--- src/rtl/branch_redirect_unit.sv ---
// branch_redirect_unit: resolves RV32I jumps/branches, drives fetch redirect, flush window and link write-back
module branch_redirect_unit #(
    parameter int FLUSH_CYCLES = 2,
    parameter int XLEN = 32
) (
    input  logic            clk,
    input  logic            rst,
    input  logic            tick,
    input  logic            instr_valid,
    input  logic [31:0]     instr,
    input  logic [XLEN-1:0] pc,
    input  logic [XLEN-1:0] rs1_val,
    input  logic [XLEN-1:0] rs2_val,
    output logic [XLEN-1:0] pc_redirect,
    output logic            redirect,
    output logic            flush,
    output logic            rd_we,
    output logic [4:0]      rd_addr,
    output logic [XLEN-1:0] rd_wdata,
    output logic            misalign,
    output logic [XLEN-1:0] taken_count
);
    typedef enum logic [1:0] {IDLE, REDIRECT, FLUSH} state_t;
    state_t state_q, state_d;
    logic [3:0] cnt_q, cnt_d;
    logic [31:0] pc_redirect_q, pc_redirect_d, rd_wdata_q, rd_wdata_d, taken_count_q, taken_count_d;
    logic [4:0] rd_addr_q, rd_addr_d;
    logic redirect_q, redirect_d, flush_q, flush_d, rd_we_q, rd_we_d, misalign_q, misalign_d;
    logic [6:0] opcode;
    logic [2:0] funct3;
    logic [31:0] imm_j, imm_i, imm_b, jalr_sum, target;
    logic is_jal, is_jalr, is_br, link, base, cond, taken;

    // decode the presented instruction and resolve whether it transfers control
    always_comb begin
        opcode   = instr[6:0];
        funct3   = instr[14:12];
        imm_j    = {{12{instr[31]}}, instr[19:12], instr[20], instr[30:21], 1'b0};
        imm_i    = {{20{instr[31]}}, instr[31:20]};
        imm_b    = {{20{instr[31]}}, instr[7], instr[30:25], instr[11:8], 1'b0};
        is_jal   = opcode == 7'b1101111;
        is_jalr  = opcode == 7'b1100111 && funct3 == 3'b000;
        is_br    = opcode == 7'b1100011;
        link     = is_jal | is_jalr;
        base     = funct3[2] ? (funct3[1] ? rs1_val < rs2_val : $signed(rs1_val) < $signed(rs2_val)) : rs1_val == rs2_val;
        cond     = funct3[2:1] == 2'b01 ? 1'b0 : base ^ funct3[0];
        jalr_sum = rs1_val + imm_i;
        target   = is_jal ? pc + imm_j : is_jalr ? {jalr_sum[31:1], 1'b0} : pc + imm_b;
        taken    = state_q == IDLE && tick && instr_valid && (link || (is_br && cond));
    end

    // next state: accept in IDLE, one-cycle REDIRECT, then a tick-counted FLUSH window
    always_comb begin
        state_d       = state_q;
        cnt_d         = cnt_q;
        pc_redirect_d = pc_redirect_q;
        rd_addr_d     = rd_addr_q;
        rd_wdata_d    = rd_wdata_q;
        taken_count_d = taken_count_q;
        redirect_d    = 1'b0;
        rd_we_d       = 1'b0;
        misalign_d    = 1'b0;
        case (state_q)
            IDLE: begin
                if (taken && target[1:0] == 2'b00) begin
                    state_d       = REDIRECT;
                    pc_redirect_d = target;
                    redirect_d    = 1'b1;
                    taken_count_d = taken_count_q + 32'd1;
                    if (link) begin
                        rd_addr_d  = instr[11:7];
                        rd_wdata_d = pc + 32'd4;
                        rd_we_d    = instr[11:7] != 5'd0;
                    end
                end else if (taken) begin
                    misalign_d = 1'b1;
                end
            end
            REDIRECT: begin
                state_d = FLUSH;
                cnt_d   = 4'(FLUSH_CYCLES);
            end
            FLUSH: begin
                if (tick) begin
                    cnt_d   = cnt_q - 4'd1;
                    state_d = cnt_q == 4'd1 ? IDLE : FLUSH;
                end
            end
            default: state_d = IDLE;
        endcase
        flush_d = state_d != IDLE;
    end

    // state and registered outputs, synchronous reset
    always_ff @(posedge clk) begin
        if (rst) begin
            state_q       <= IDLE;
            cnt_q         <= '0;
            pc_redirect_q <= '0;
            redirect_q    <= 1'b0;
            flush_q       <= 1'b0;
            rd_we_q       <= 1'b0;
            rd_addr_q     <= '0;
            rd_wdata_q    <= '0;
            misalign_q    <= 1'b0;
            taken_count_q <= '0;
        end else begin
            state_q       <= state_d;
            cnt_q         <= cnt_d;
            pc_redirect_q <= pc_redirect_d;
            redirect_q    <= redirect_d;
            flush_q       <= flush_d;
            rd_we_q       <= rd_we_d;
            rd_addr_q     <= rd_addr_d;
            rd_wdata_q    <= rd_wdata_d;
            misalign_q    <= misalign_d;
            taken_count_q <= taken_count_d;
        end
    end

    assign pc_redirect = pc_redirect_q;
    assign redirect    = redirect_q;
    assign flush       = flush_q;
    assign rd_we       = rd_we_q;
    assign rd_addr     = rd_addr_q;
    assign rd_wdata    = rd_wdata_q;
    assign misalign    = misalign_q;
    assign taken_count = taken_count_q;
endmodule

--- config.mk ---
export PLATFORM = sky130hd
export DESIGN_NAME = branch_redirect_unit
export DESIGN_NICKNAME = d
export VERILOG_FILES = /design/src/rtl/branch_redirect_unit.sv
export SDC_FILE = /design/constraint.sdc
export NUM_CORES = 1
export LEC_CHECK = 0
export BUFFER_PORTS_ARGS = -buffer_cell sky130_fd_sc_hd__buf_2
export CORE_ASPECT_RATIO = 0.6
export CORE_MARGIN = 2
export CORE_UTILIZATION = 60
export CTS_BUF_LIST = sky130_fd_sc_hd__clkbuf_4 sky130_fd_sc_hd__clkbuf_8 sky130_fd_sc_hd__clkbuf_16
export CTS_CLUSTER_DIAMETER = 150
export DETAILED_ROUTE_END_ITERATION = 8
export GPL_TIMING_DRIVEN = 1
export PLACE_DENSITY = 0.94
export SETUP_SLACK_MARGIN = 0.4
export SLEW_MARGIN = 10
export SYNTH_ARGS = -nofsm -noshare
export SYNTH_HDL_FRONTEND = slang
export SYNTH_SLANG_ARGS = --single-unit
--- constraint.sdc ---
create_clock -name clk -period 8.2 [get_ports clk]
set_input_delay 0.41 -clock clk [delete_from_list [all_inputs] [get_ports clk]]
set_output_delay 0.41 -clock clk [all_outputs]
set_load 0.02 [all_outputs]
# Word level (Yosys, flattened, before mapping)
# Cells that the tools add are included.
# classes
add_sub_neg	6
n_lt_le_gt_ge	2
n_eq_ne	9
muxes	13
bitwise_logic	5
reduce_logical	19
# op_table
cell	count
32-bit adder	3
32-bit less-than comparator	2
32-bit two-way mux	2
32-bit by 1-bit adder with 32-bit output, second input constant	1
32-bit by 3-bit adder with 32-bit output, second input constant	1
32-bit == test	1
7-bit == test, second input constant	3
4-bit one-hot mux with 2 select lines	1
1-bit logical AND	6
2-bit two-way mux	3
2-bit one-hot mux with 3 select lines	1
1-bit two-way mux	5
5-bit nonzero test	1
2-bit by 1-bit == test with 1-bit output, second input constant	2
4-bit by 1-bit == test with 1-bit output, second input constant	1
2-bit zero test	2
4-bit two-way mux	1
2-bit AND reduction	2
2-bit nonzero test	2
4-bit OR reduction	1
4-bit by 1-bit subtractor with 4-bit output, second input constant	1
3-bit zero test	1
1-bit NOT	3
3-bit AND reduction	1
7 further kinds	7
# word_totals
regBits	111
in_bits	132
out_inout_bits	105
word_cells	64

# Logic depth before layout (Yosys ltp)
# logic_depth
ltp_word	12
mapped_depth	14
depth_no_buf	13

# Least setup slack after synthesis
# Ideal clock, no wire load.
# synth_timing
kind	input -> register
from	input rs2_val[17]
to	register pc_redirect_q[31], in the netlist pc_redirect[31]
setup_time_ps	88
arrival_time_ps	3066
required_ps	8112
setup_slack_ps	5046
path_stages	11
path_buffers	0
path_cell_list	inv_1 -> ha_1 -> a21o_1 -> a21o_1 -> a21o_1 -> a221o_1 -> a41o_1 -> o21a_1 -> o41a_4 -> o41a_1 -> a311oi_2
# synth_via
elab_chain_len	10
word_cells_on_any_way	12
cone_classes	order compare: 2; eq/ne: 1; mux: 3; bitwise: 1; reduce/logical: 5
# synth_rtl
item	line_no	text
start, declared	13	input logic [XLEN-1:0] rs2_val,
32-bit less-than comparator	45	base = funct3[2] ? (funct3[1] ? rs1_val < rs2_val : $signed(rs1_val) < $signed(rs2_val)) : rs1_val == rs2_val;
1-bit two-way mux	45	
1-bit two-way mux (*)	45	
1-bit XOR (*)	46	cond = funct3[2:1] == 2'b01 ? 1'b0 : base ^ funct3[0];
1-bit two-way mux (*)	46	
1-bit logical AND (*)	49	taken = state_q == IDLE && tick && instr_valid && (link || (is_br && cond));
1-bit logical OR (*)	49	
1-bit logical AND (*)	49	
1-bit logical AND (*)	65	if (taken && target[1:0] == 2'b00) begin
2-bit AND reduction (no source line) (*)	--	
end signal, assigned	110	pc_redirect_q <= pc_redirect_d;
end, declared	26	logic [31:0] pc_redirect_q, pc_redirect_d, rd_wdata_q, rd_wdata_d, taken_count_q, taken_count_d;
# Mark *: on every way between the ends. The rest lies on a longest branch, timed or not.
# A chain may end at the register's enable or synchronous reset.

# Worst setup path after layout
# layout_timing
from	input instr[13]
to	register taken_count_q[13], in the netlist taken_count[13]
# layout_via
elab_chain_len	9
word_cells_on_any_way	16
cone_classes	eq/ne: 1; mux: 5; bitwise: 2; reduce/logical: 8
# layout_rtl
item	line_no	text
start, declared	10	input logic [31:0] instr,
1-bit two-way mux (2 in a row)	45	
1-bit XOR	46	
1-bit two-way mux	46	
1-bit logical AND	49	
1-bit logical OR	49	
1-bit logical AND	49	
1-bit logical AND (*)	65	
2-bit AND reduction (no source line) (*)	--	
end signal, assigned	117	taken_count_q <= taken_count_d;
end, declared	26	
# Marks and branches as above.

==> run summary <==
Status - finished clean
Post-Synth Adder-Cell Area - 13.9%
Top layer in use - met5
Number of CTS-inserted buffers - 9
Met1 WL - 14.7 mm
Slowest library cell on the worst path - nand4_1
Actual slew at the worst max-slew pin - 1.27 ns
Final Instance Area - 11900 µm²
Antenna violations before repair - 4
Port bufs - 236
Leading area contributor after synthesis - dfxtp_1
Comb power frac - 34.2%
Dominant cells by area after synthesis - dfxtp_1, ha_1, nor2_1, a21oi_1, xor2_1
Commonest non-fill, non-tap cells in the layout - buf_2, nor2_1, nand2_1
Max-Cap Viols - 0
Initial DRT Pass Iterations - 7
Total Routed Length - 36.0 mm
Predominant post-synthesis flop cell - dfxtp_1
Most common cell after layout, fill and taps aside - buf_2
Unrepaired setup endpoints after global routing - no
DP HPWL - 27.3 mm
Core box area - 16400 µm²
DR WL met3 - 4.85 mm
Setup crit end kind - register
Top Ports - 237
Cell Pwr Density - 126 nW/µm²
Max-slew headroom at the worst pin - 12.8%
Worst hold stages - 3
Final ANT Viol Nets - 0
Post-synthesis mux area share - 0.611%
FP Rows - 36
DRT iter0 DRCs - 1707
Lkg Pwr - 5.33 nW
Clock network fraction of total power - 29.8%
Final min period - 4.31 ns
Clk pin slew, worst setup/hold paths - 0.08 ns
Hold_buf cts - 0
Hold Startpoint - instr[8]
CP bufs+invs - 3
Power Internal - 958 µW
Top-area cell type share of the netlist area - 21.7%
DR vias/cell - 6.61
DR WL/cell - 19.9 µm
Hold WS - 0.315 ns
Period utilisation layout - 52.5%
Worst endpoint data arrival time - 4.59 ns
Simple-Gate Fraction of Synth Area - 23.1%
GPL Wtd Cong - 1.04
First-pass GRT wire length - 55.8 mm
Tot Pwr - 1.50 mW
Synth Area in Compound Gates - 26.6%
Sequential Power Share - 36.0%
Sink Count - 111
Vias - 11957
Largest family of logic cells by synthesized area - compound AO/OA/AOI/OAI gates
Clock latency on the worst-skew pair - 0.36 ns
Area after DPL - 11600 µm²
Skew final - 0.0114 ns
Ys async rst share - 0%
Share of cells above drive strength 1 - 18.0%
Total global routing overflow - 0
Worst reg2reg path endpoint - taken_count[13]
CP required - 8.48 ns
# nets final - 1818
Critical path cell sequence - buf_2 > nor4b_1 > nand4_1 > a221oi_1 > and2b_1 > inv_1 > o41ai_4 > buf_4 > nand2_1 > or3_1 > a21oi_1
Hold Crit Endpoint - rd_addr[1]
Synthesized Nets - 1618
Seq cells post-synth - 111
Clk Tree Root Cell - clkbuf_16
CP peak stage delay - 0.68 ns
Crit path max fanout - 40
R2R Path Start - state_q[0]
Syn Inst Count - 1374
Max Slew Vio Count - 0
Avg Synthesized Cell Area - 7.45 µm²
Final count of hold timing violations - 0
Setup Viol. Count Final - 0
Reg2Reg Depth - 9
Sw Pwr - 541 µW
Number of synthesis warnings - 0
CP startpoint kind - primary input
CTS Buffer Depth - 2
Die Area - 18200 µm²
Fillers - 1353
Worst hold path class - in -> reg
Switching share of power - 36.1%
Setup Fix Bufs, Post-CTS - 0
Mapped Area - 10200 µm²
H-Tree Depth - 3
DRC Markers - 0
Initial Utilization - 62.3%
EDFF count, synth - 0
Peak VDD IR - 92.1 µV
Chip width - 173 µm
Synth cell types - 82
GRT Total Usage - 37.9%
Final setup TNS - 0 ns
Crit Path Category - in -> reg
Vias in the first global route - 10725
Die Span Y - 105 µm
Met2 WL - 14.7 mm
Register area share after synthesis - 21.7%
Largest net degree at the start of global routing - 67
Synth Area in XOR/XNOR - 9.24%
# resized after CTS - 0
FMAX - 0.232 GHz
Reg2reg setup slack - 4.82 ns
CTS tree - built
Top Family by Delay on Critical Path - simple AND/OR/NAND/NOR gates
Area grow syn2layout - 16.1%
[tightest hold or removal path, stage by stage]
cell,delay (ns)
buf_2,0.12
nand2_1,0.05
a21oi_1,0.05
[cell type report]
type	count	area, µm²	share of cell area, %
multi-input combinational	1134	7550	63.5
sequential	111	2220	18.7
timing repair buffer	243	1240	10.4
tap	228	285	2.40
inverter	75	282	2.37
clock buffer	9	225	1.90
clock inverter	7	77.6	0.653
antenna	2	5.00	0.0421
[worst max-delay path by stage]
stage	start	endpoint	cells after the start
floorplan	rs2_val[17]	pc_redirect[31]	11
global placement	rs1_val[31]	taken_count[31]	12
detailed placement	instr[13]	taken_count[31]	11
CTS	instr[13]	taken_count[13]	11
global route	instr[13]	taken_count[27]	11
finish	instr[13]	taken_count[13]	11
[power by group through the flow]
stage / registers, mW / logic, mW / clock network (mW)
3_5_place_dp: 0.552 / 0.490 / 0
3_3_place_gp: 0.552 / 0.479 / 0
5_1_grt: 0.539 / 0.554 / 0.468
2_1_floorplan: 0.552 / 0.341 / 0
4_1_cts: 0.539 / 0.494 / 0.447
6_report: 0.539 / 0.513 / 0.447
[routing by layer]
| metal | GRT usage [%] | vias up |
|---|---|---|
| met5 | 0 | - |
| met4 | 15.0 | 4 |
| met3 | 9.53 | 164 |
| met2 | 57.3 | 921 |
| met1 | 51.5 | 5441 |
| li1 | - | 5427 |
[sequential cells by signal (all words and copies together) (netlist names)]
signal       cells
pc_redirect     32
rd_wdata        32
taken_count     32
rd_addr          5
cnt_q            4
state_q          2
flush            1
misalign         1
rd_we            1
redirect         1
[stage by stage]
stage                     cells  setup slack, ns  util [%]
after detailed placement   1791             3.87      70.4
after floorplan            1374             5.05         -
after CTS                  1807             4.12      72.2
after global placement     1791             4.04      70.4
after global routing       1809             3.86      72.3
final                      1809             3.89      72.3
[synthesized netlist by cell type, types with 13 or more instances]
library cell  number
xor2_1            63
dfxtp_1          111
nor3_1            31
ha_1             109
a211oi_1          54
o22ai_1           13
o21ai_0           69
a21oi_1          111
nor2_1           170
a21o_1            28
and3_1            17
inv_1             74
nand4_1           29
clkbuf_1          45
nand2_1          131
xnor2_1           45
nand3_1           47
[cells by family (layout without fill, tap and decap cells)]
group / after synthesis / in the layout
AOI/OAI and AO/OA: 403 / 403
xor gates and xnor gates: 108 / 108
adders and majority gates: 112 / 112
buffers and inverters: 129 / 334
DFF: 111 / 111
muxes: 6 / 6
other: 0 / 2
and+or+nand+nor: 505 / 505
No activity file was read; power rests on OpenSTA's default activity.
